--- config.mk ---
export PLATFORM = sky130hd
export DESIGN_NAME = bit_serial_logic_32
export DESIGN_NICKNAME = d
export VERILOG_FILES = /design/src/rtl/cpu_alu_pkg.sv /design/src/rtl/bsl_slice.sv /design/src/rtl/bit_serial_logic_32.sv
export SDC_FILE = /design/constraint.sdc
export NUM_CORES = 1
export LEC_CHECK = 0
export ABC_AREA = 0
export CORE_ASPECT_RATIO = 0.9
export CORE_MARGIN = 5
export CORE_UTILIZATION = 50
export DETAILED_ROUTE_END_ITERATION = 7
export DONT_BUFFER_PORTS = 1
export PLACE_DENSITY_LB_ADDON = 0.08
export SYNTH_ARGS = -nofsm -noshare
export SYNTH_HDL_FRONTEND = slang
export SYNTH_SLANG_ARGS = --single-unit
--- constraint.sdc ---
create_clock -name clk -period 3.05 [get_ports clk]
set_input_delay 0.4575 -clock clk [delete_from_list [all_inputs] [get_ports clk]]
set_output_delay 0.4575 -clock clk [all_outputs]
set_load 0.02 [all_outputs]
--- src/rtl/cpu_alu_pkg.sv ---
// cpu_alu_pkg
//   Definitions shared by the low-area ALU blocks: the logic opcode
//   encodings and the state encoding of the bit-serial sequencer.
package cpu_alu_pkg;

  localparam logic [1:0] OP_AND = 2'b00;
  localparam logic [1:0] OP_OR  = 2'b01;
  localparam logic [1:0] OP_XOR = 2'b10;
  localparam logic [1:0] OP_NOR = 2'b11;

  typedef enum logic [1:0] {
    S_IDLE = 2'd0,
    S_RUN  = 2'd1,
    S_DONE = 2'd2
  } state_t;

endpackage

--- src/rtl/bsl_slice.sv ---
// bsl_slice
//   Combinational STEP-bit gate array. Every bit is independent; there is
//   no carry between bit positions.
// Ports
//   op      in  2     opcode (AND/OR/XOR/NOR)
//   a_bits  in  STEP  operand A slice
//   b_bits  in  STEP  operand B slice
//   r_bits  out STEP  result slice
module bsl_slice
  import cpu_alu_pkg::*;
#(
  parameter int STEP = 1
) (
  input  logic [1:0]      op,
  input  logic [STEP-1:0] a_bits,
  input  logic [STEP-1:0] b_bits,
  output logic [STEP-1:0] r_bits
);

  // Select one of the four per-bit gate functions.
  always_comb begin
    r_bits = '0;
    case (op)
      OP_AND:  r_bits = a_bits & b_bits;
      OP_OR:   r_bits = a_bits | b_bits;
      OP_XOR:  r_bits = a_bits ^ b_bits;
      default: r_bits = ~(a_bits | b_bits);
    endcase
  end

endmodule

--- src/rtl/bit_serial_logic_32.sv ---
// bit_serial_logic_32
//   Bit-serial logic unit: STEP result bits per clock, LSB first, with a
//   valid/ready handshake on both the operand and result sides.
// Optional feature macro: BSL_ZERO_FLAG_EN adds the zero output.
// Ports
//   clk        in  1      clock, rising edge
//   rst        in  1      synchronous active-high reset
//   in_valid   in  1      operands/opcode valid
//   in_ready   out 1      high in IDLE only
//   a, b       in  WIDTH  operands
//   op         in  2      00 AND, 01 OR, 10 XOR, 11 NOR
//   out_valid  out 1      result valid, held until out_ready
//   out_ready  in  1      consumer accepts result
//   result     out WIDTH  logic result
//   zero       out 1      result==0 in DONE (BSL_ZERO_FLAG_EN only)
module bit_serial_logic_32
  import cpu_alu_pkg::*;
#(
  parameter int WIDTH = 32,
  parameter int STEP  = 1
) (
  input  logic             clk,
  input  logic             rst,
  input  logic             in_valid,
  output logic             in_ready,
  input  logic [WIDTH-1:0] a,
  input  logic [WIDTH-1:0] b,
  input  logic [1:0]       op,
  output logic             out_valid,
  input  logic             out_ready,
  output logic [WIDTH-1:0] result
`ifdef BSL_ZERO_FLAG_EN
  ,
  output logic             zero
`endif
);

  localparam int NSTEPS = WIDTH / STEP;
  localparam int CW     = $clog2(NSTEPS) + 1;
  localparam logic [CW-1:0] CNT_LOAD = CW'(NSTEPS);

  state_t          state, state_nxt;
  logic [WIDTH-1:0] sa, sb, res, res_next;
  logic [1:0]       op_r;
  logic [CW-1:0]    cnt;
  logic [STEP-1:0]  r_bits;
  logic             accept;

  assign accept = (state == S_IDLE) && in_valid;
  assign result = res;

  bsl_slice #(.STEP(STEP)) u_slice (
    .op     (op_r),
    .a_bits (sa[STEP-1:0]),
    .b_bits (sb[STEP-1:0]),
    .r_bits (r_bits)
  );

  // New bits enter at the top so that after NSTEPS shifts the first
  // produced slice has arrived at the LSB position.
  generate
    if (STEP == WIDTH) begin : g_full
      assign res_next = r_bits;
    end else begin : g_part
      assign res_next = {r_bits, res[WIDTH-1:STEP]};
    end
  endgenerate

  // State register.
  always_ff @(posedge clk) begin
    if (rst) state <= S_IDLE;
    else     state <= state_nxt;
  end

  // Next-state and handshake outputs. The last RUN cycle is the one that
  // sees cnt==1, so DONE is entered exactly NSTEPS edges after accept.
  always_comb begin
    state_nxt = state;
    in_ready  = 1'b0;
    out_valid = 1'b0;
    case (state)
      S_IDLE: begin
        in_ready = 1'b1;
        if (in_valid) state_nxt = S_RUN;
      end
      S_RUN: begin
        if (cnt == CW'(1)) state_nxt = S_DONE;
      end
      S_DONE: begin
        out_valid = 1'b1;
        if (out_ready) state_nxt = S_IDLE;
      end
      default: state_nxt = S_IDLE;
    endcase
  end

  // Datapath: operands are captured on accept and consumed STEP bits per
  // cycle; result is only touched in RUN so it holds in IDLE and DONE.
  always_ff @(posedge clk) begin
    if (rst) begin
      sa   <= '0;
      sb   <= '0;
      res  <= '0;
      op_r <= OP_AND;
      cnt  <= '0;
    end else if (accept) begin
      sa   <= a;
      sb   <= b;
      op_r <= op;
      cnt  <= CNT_LOAD;
    end else if (state == S_RUN) begin
      sa  <= sa >> STEP;
      sb  <= sb >> STEP;
      res <= res_next;
      cnt <= cnt - 1'b1;
    end
  end

`ifdef BSL_ZERO_FLAG_EN
  logic any_one;

  // Running OR of every produced bit; cleared on accept.
  always_ff @(posedge clk) begin
    if (rst)                  any_one <= 1'b0;
    else if (accept)          any_one <= 1'b0;
    else if (state == S_RUN)  any_one <= any_one | (|r_bits);
  end

  assign zero = (state == S_DONE) && !any_one;
`endif

endmodule
Word-level counts from Yosys, hierarchy flattened
Cells that the tools add are included.
{ "word_totals": {"reg_bits": 106, "inputBits": 70, "out_inout_bits": 34, "wordCells": 41} }
{ "op_classes": {"add_sub_neg": 1, "n_eq_ne": 8, "muxes": 13, "n_bitwise": 5, "reduce_logical": 7} }
{ "ops": {"columns": ["op", "count"], "rows": [
  ["32-bit two-way mux", 4],
  ["6-bit two-way mux", 2],
  ["6-bit by 1-bit equality test with 1-bit output (second input constant)", 1],
  ["2-bit two-way mux", 3],
  ["2-bit != test (second input constant)", 3],
  ["2-bit case mux with 3 select lines", 1],
  ["6-bit by 1-bit subtractor with 6-bit output (second input constant)", 1],
  ["2-bit by 1-bit equality test with 1-bit output (second input constant)", 2],
  ["2-bit equality test (second input constant)", 2],
  ["2-bit zero test", 2],
  ["1-bit case mux with 3 select lines", 1],
  ["3-bit AND reduction", 1],
  ["1-bit two-way mux", 2],
  ["1-bit NOT", 2],
  ["2-bit AND reduction", 1],
  ["2-bit nonzero test", 1],
  ["2-bit OR reduction", 1],
  ["1-bit AND", 1],
  ["1-bit logical AND", 1],
  ["1-bit OR", 1],
  ["1-bit bitwise XOR", 1]
]} }

Depth between registers and ports, before layout
Gate-level depths: netlist of run 1.
{ "depth": {"word_depth": 4, "ltp_mapped": 7, "mapped_depth_nobuf": 5} }

By module
From an unflattened synthesis of run 1, not the netlist that was laid out.
{ "hier_totals": {"hier_cells": 488, "hier_area_um2": 4167.7} }
{ "by_module_without_submodules": {"columns": ["module", "n_inst", "cells_each", "area_each_um2", "seq_area_each_um2"], "rows": [
  ["bit_serial_logic_32", 1, 479, 4095.2, 2122.0],
  ["bsl_slice", 1, 9, 72.6, 0.0]
]} }

Least setup slack after synthesis of run 1
OpenSTA, ideal clock, no wires.
{ "synth_timing": {"path_kind": "input port to flip-flop", "from": "input in_valid", "to": "register cnt[1]", "setup_ps": 123, "arrival_ps": 1123, "required_ps": 2927, "setup_slack_ps": 1804, "stages": 4, "n_path_buf": 1, "path_cell_list": "or3b_1 clkbuf_1 nand2b_1 a211oi_1"} }
{ "synth_via": {"elab_chain_len": 2} }
{ "synth_rtl": {"columns": ["element", "line", "text"], "rows": [
  ["start, declared", "bit_serial_logic_32.sv:24", "input logic in_valid,"],
  ["1-bit logical AND", "bit_serial_logic_32.sv:49", "assign accept = (state == S_IDLE) && in_valid;"],
  ["2-bit OR reduction (no line)", null, null],
  ["end signal, assigned", "bit_serial_logic_32.sv:115", "cnt <= cnt - 1'b1;"],
  ["end, declared", "bit_serial_logic_32.sv:45", "logic [CW-1:0] cnt;"]
]} }
No other way between the ends.
A chain may end at the register's enable or synchronous reset.

Final worst setup path of run 1
{ "layout_timing": {"from": "register state[0]", "to": "register sa[4]"} }
{ "layout_via": {"elab_chain_len": 3, "word_cells_on_any_way": 5, "cone_classes": "eq/ne (1); mux (1); reduce/logical (3)"} }
{ "layout_rtl": {"columns": ["element", "line", "text"], "rows": [
  ["start, declared", "bit_serial_logic_32.sv:42", "state_t state, state_nxt;"],
  ["start signal, assigned", "bit_serial_logic_32.sv:72", "else state <= state_nxt;"],
  ["2-bit zero test", "bit_serial_logic_32.sv:49", null],
  ["1-bit logical AND", "bit_serial_logic_32.sv:49", null],
  ["32-bit two-way mux or 2-bit nonzero test (tied branches)", null, null],
  ["end signal, assigned", "bit_serial_logic_32.sv:112", "sa <= sa >> STEP;"],
  ["end, declared", "bit_serial_logic_32.sv:43", "logic [WIDTH-1:0] sa, sb, res, res_next;"]
]} }
Parallel ways exist; a longest one is shown, timed or not.

==> reports/results.tsv, run 1 <==
metric	value	unit
CP Capture Type	flip-flop	
Clock transition at path regs	100	ps
Post-synth ARST share	0	
Distinct cells, synth	31	
GR peak layer	met2	
register bit total from synthesis	106	
share of layout cells above drive strength 1	0.0534	
status	completed	
P&R area growth vs syn	3.48	%
syn_nets	561	
period utilisation layout	0.570	
Yosys top cell by area	dfxtp_1	
f_max	575	MHz
static leakage	1.43	nW
Avg WL per Cell	15.9	um
RSZ-0062 raised after global routing	false	
mapped cell area	4130	sq um
Yosys warning total	0	
clk_skew	8.17	ps
Ports	104	
met2 usage	0.297	
Worst R2R Start	state[0]$_SDFFE_PP0P_	
most frequent cell after synthesis	nand2_1	
Die Width	106	um
filler instances	795	
number of global-route vias before repair	3068	
setup slack, reg-to-reg	1310	ps
Slew headroom	0.536	
first-pass GRT wire length	14.7	mm
top cell type's share of synthesized area	0.513	
Core ar.	8070	sq um
CTS tree	done	
GP Congestion	0.763	
GRT Overall Usage	0.178	
worst min path class	in -> reg	
drc violations	0	
setup ws final	1310	ps
main area contributors after synthesis	dfxtp_1 51%, a21oi_1 12%, nand2_1 12%	
Clock Latency Late Sink	360	ps
hold depth	1	
post-layout util	0.530	
Critical Path Fanout Max	59	
Nets	537	
Compound-Gate Fraction of Synth Area	0.255	
Cell Chain, Critical Path	nor2b_4 > buf_4 > a22oi_1 > a21oi_1	
Syn Inst Count	487	
largest family of logic cells by synthesized area	compound AO/OA/AOI/OAI gates	
Power Density	596	nW/um^2
CTS root buffer	clkbuf_8	
WHS Endpoint	result[4]$_SDFFE_PP0P_	
Starting DRT DRC Count	210	
top cells by count, synth	132 x nand2_1, 106 x dfxtp_1, 101 x a21oi_1, 62 x a22oi_1, 17 x clkbuf_1	
mux cell area share after synthesis	0	
DRT antenna net count	0	
HP Start	rst	
Initial Util	0.512	
global routing usage on met1	0.206	
initial antenna violation count	0	
Post-CTS Setup Bufs	0	
Port-buffer cells	0	
Period minus WS final	1740	ps
grt met3 use	0.0785	
main flop type after synthesis	dfxtp_1	
Die ar.	10200	sq um
max_cap viols	0	
Initial DRT Pass Iterations	5	
via count	3243	
CTS Hold Bufs	0	
H-tree levels	3	
cell family with most CP delay	flip-flops	
post-synthesis adder-cell area fraction	0.0121	
# resized after CTS	0	
Post-Synth Simple-Gate Area	0.159	
Placed Area	4090	sq um
crit path kind	reg -> reg	
WP buf/inv	1	
Die Y	96.3	um
CP max stage delay	550	ps
# diodes	0	
Critical Path AT	2030	ps
Startpoint Class	flip-flop	
post-DP HPWL	5.57	mm
Seq/Total Area, Yosys	0.513	
Hold Fails Final Rpt	0	
final instance area	4280	sq um
pre-CTS setup slack	1350	ps
Synth Area in XOR/XNOR	0.00212	
deepest clock path buffer count	2	
Reg2Reg Depth	4	
CP required	3340	ps
VDD IR max	0.265	mV
vias per cell	5.72	
Post-synth EDFFs	0	
Synth Area per Inst	8.49	sq um
clock sinks	106	
final max-slew violation count	0	
grt ovf	0	
total negative slack	0	ps
slowest CP cell	dfxtp_1	
CTS Buf Count	9	
FF-to-FF End	sa[4]$_SDFFE_PP0P_	
number of core rows	31	
Slew @ Worst Pin	695	ps
largest net degree at the start of global routing	104	
Post-Route WL	9.02	mm
# setup viols final	0	
## cell type report
cell class,count,area (sq um),share of cell area
sequential,106,2120,0.496
multi-input combinational,335,1780,0.417
clock buffer,10,138,0.0322
tap,99,124,0.0290
clock inverter,6,47.5,0.0111
timing repair buffer,6,45.0,0.0105
inverter,5,18.8,0.00439
## report_power, final
group / total (mW) / switching [mW] / internal (mW)
clock: 0.806 / 0.478 / 0.328
sequential: 1.50 / 0.0439 / 1.45
combinational: 0.247 / 0.159 / 0.0883
## how the worst max path moves through the flow
stage / from / endpoint / slack, ps / cells past startpoint
6_report: state[0]$_SDFFE_PP0P_ / sa[4]$_SDFFE_PP0P_ / 1310 / 4
5_1_grt: state[0]$_SDFFE_PP0P_ / sa[26]$_SDFFE_PP0P_ / 1170 / 4
4_1_cts: state[0]$_SDFFE_PP0P_ / sa[4]$_SDFFE_PP0P_ / 1310 / 4
3_5_place_dp: state[0]$_SDFFE_PP0P_ / cnt[5]$_SDFFE_PP0P_ / 1350 / 4
3_3_place_gp: state[0]$_SDFFE_PP0P_ / cnt[5]$_SDFFE_PP0P_ / 1380 / 4
2_1_floorplan: in_valid / cnt[1]$_SDFFE_PP0P_ / 1800 / 4
## cells in the final DEF, fill, tap and decap left out, drive strengths merged, types with 2 or more instances in the layout
cell and instances:
nor3 3, nand2b 4, clkbuf 10, o41ai 2, dfxtp 106, nor2b 3
nand3b 2, nand2 132, inv 8, clkinv 2, a21oi 101, ha 4
nor2 6, nand3 2, buf 6, a22oi 62
## per-layer routing
metal / share of wire / wire length [um]
met2: 0.46 / 4170
met5: 0 / 0
met4: 0.013 / 113
met1: 0.44 / 3930
met3: 0.090 / 811
## state kept, by name, summed over array words and instances (netlist names)
signal / flops
result: 32
sa: 32
sb: 32
cnt: 6
op_r: 2
state: 2
## cell families (layout without fill, tap and decap cells)
group           after synthesis  count (layout)
compound gates              172             172
xor+xnor                      1               1
fa+ha+maj                     4               4
buf+inv                      46              27
flops                       106             106
simple gates                158             158
## through the flow
step           hold WS [ps]  power [mW]  std cells
3_5_place_dp            441        1.78        551
6_report                150        2.55        567
5_1_grt                 123        2.68        567
2_1_floorplan           437        1.76        487
4_1_cts                 132        2.60        567
3_3_place_gp            435        1.77        551
Note: power is estimated with default switching activity, not from simulation.
==> run 2: changes to the inputs <==
clock period = 1.54 ns   (was 3.05 ns; I/O delays follow)
==> run 2 against run 1 <==
  * The flow now finishes with violations (negative hold slack)
  * Setup slack got worse by 1200 ps
  * Clock power rose by 95%
  * Via count rose by 1.3%
  * Combinational power rose by 110%
  * Utilization rose by 0.51 points
  * Power rose by 98%
  * Routed wire length fell by 1.1%
  * Final area rose by 0.97%
  * Sequential cell count did not move
  * Worst hold slack got worse by 210 ps
==> reports/results.tsv, run 2 (synthesis gave the netlist of run 1 again) <==
metric	value	unit
status	finished, violations left	
violated checks	negative hold slack	
max_cap viols	0	
Slew headroom	0.705	
Startpoint Class	flip-flop	
Total Power	5.05	mW
CP required	1830	ps
P&R area growth vs syn	4.48	%
RSZ-0062 raised after global routing	false	
Die Y	96.3	um
Clock Latency Late Sink	350	ps
vias per cell	5.79	
slowest CP cell	or4_1	
Post-Route WL	8.92	mm
CTS Buf Count	9	
GP Congestion	0.776	
# diodes	0	
drc violations	0	
via count	3286	
cell family with most CP delay	simple AND/OR/NAND/NOR gates	
Ports	104	
post-DP HPWL	5.53	mm
Hold Fails Final Rpt	52	
VDD IR max	0.636	mV
Slew @ Worst Pin	441	ps
Avg WL per Cell	15.7	um
share of layout cells above drive strength 1	0.0576	
CTS tree	done	
Cell Chain, Critical Path	inv_1 > ha_1 > nand3b_1 > or4_1 > a21oi_1	
Clock transition at path regs	100	ps
final max-slew violation count	0	
grt ovf	0	
worst min path class	in -> reg	
f_max	722	MHz
static leakage	1.44	nW
Post-CTS Setup Bufs	0	
Port-buffer cells	0	
WP buf/inv	1	
Core ar.	8070	sq um
Nets	538	
CP Capture Type	flip-flop	
CTS root buffer	clkbuf_8	
first-pass GRT wire length	14.5	mm
Initial DRT Pass Iterations	5	
total negative slack	0	ps
number of global-route vias before repair	3000	
Die ar.	10200	sq um
commonest non-fill, non-tap cell in the layout	nand2_1	
DRT antenna net count	0	
Critical Path Fanout Max	5	
Period minus WS final	1380	ps
largest net degree at the start of global routing	104	
CP max stage delay	430	ps
pre-CTS setup slack	76.0	ps
clock sinks	106	
clk_skew	11.7	ps
H-tree levels	3	
initial antenna violation count	0	
setup ws final	156	ps
Power Density	1170	nW/um^2
Initial Util	0.512	
Critical Path AT	1670	ps
most frequent cells in the layout	132 x nand2_1, 104 x dfxtp_1, 101 x a21oi_1	
# setup viols final	0	
period utilisation layout	0.899	
worst hold slack	-61.4	ps
crit path kind	reg -> reg	
GRT Overall Usage	0.173	
deepest clock path buffer count	2	
Die Width	106	um
Starting DRT DRC Count	240	
number of core rows	31	
==> run 2: worst paths after layout <==
check             slack [ps]                start                  end  cells past startpoint
setup / recovery         160  cnt[0]$_SDFFE_PP0P_  cnt[4]$_SDFFE_PP0P_                      5
hold reg to reg          460  sb[28]$_SDFFE_PP0P_  sb[28]$_SDFFE_PP0P_                      2
hold / removal           -60                  rst  sb[23]$_SDFFE_PP0P_                      1
setup reg to reg         160  cnt[0]$_SDFFE_PP0P_  cnt[4]$_SDFFE_PP0P_                      5
==> run 2: layout make-up <==
cell class                 count  area [sq um]
tap                           99           124
clock buffer                  11           141
timing repair buffer           7          90.1
multi-input combinational    335          1780
fill                         768          3750
sequential                   106          2120
clock inverter                 5          37.5
inverter                       5          18.8
==> run 2: metal layers <==
layer,routed length [um],global-route usage,vias up,share of wire
met1,3930,0.212,1533,0.44
met4,95,0.0583,0,0.011
li1,-,-,1645,-
met2,4110,0.279,100,0.46
met3,788,0.0718,8,0.088
met5,0,0,-,0
==> run 2: worst register-to-register path, stage by stage, from the launching register on <==
cell,delay (ps)
dfxtp_1,360
inv_1,90
ha_1,150
nand3b_1,140
or4_1,430
a21oi_1,150
==> run 2: power breakdown <==
part | internal, mW | switching [mW]
combinational | 0.198 | 0.314
clock | 0.643 | 0.925
sequential | 2.88 | 0.0888
==> run 2: repair_timing <==
action / CTS / global route
setup endpoints to repair: 0 / 9
resized for setup: 0 / 2
endpoints found under the hold margin: 101 / 100
==> run 2: stage by stage <==
step	instances	area (sq um)	utilization
after global placement	552	4140	0.513
after global routing	568	4320	0.535
after CTS	568	4320	0.535
after detailed placement	552	4140	0.513
final	568	4320	0.535
after floorplan	487	4130	-
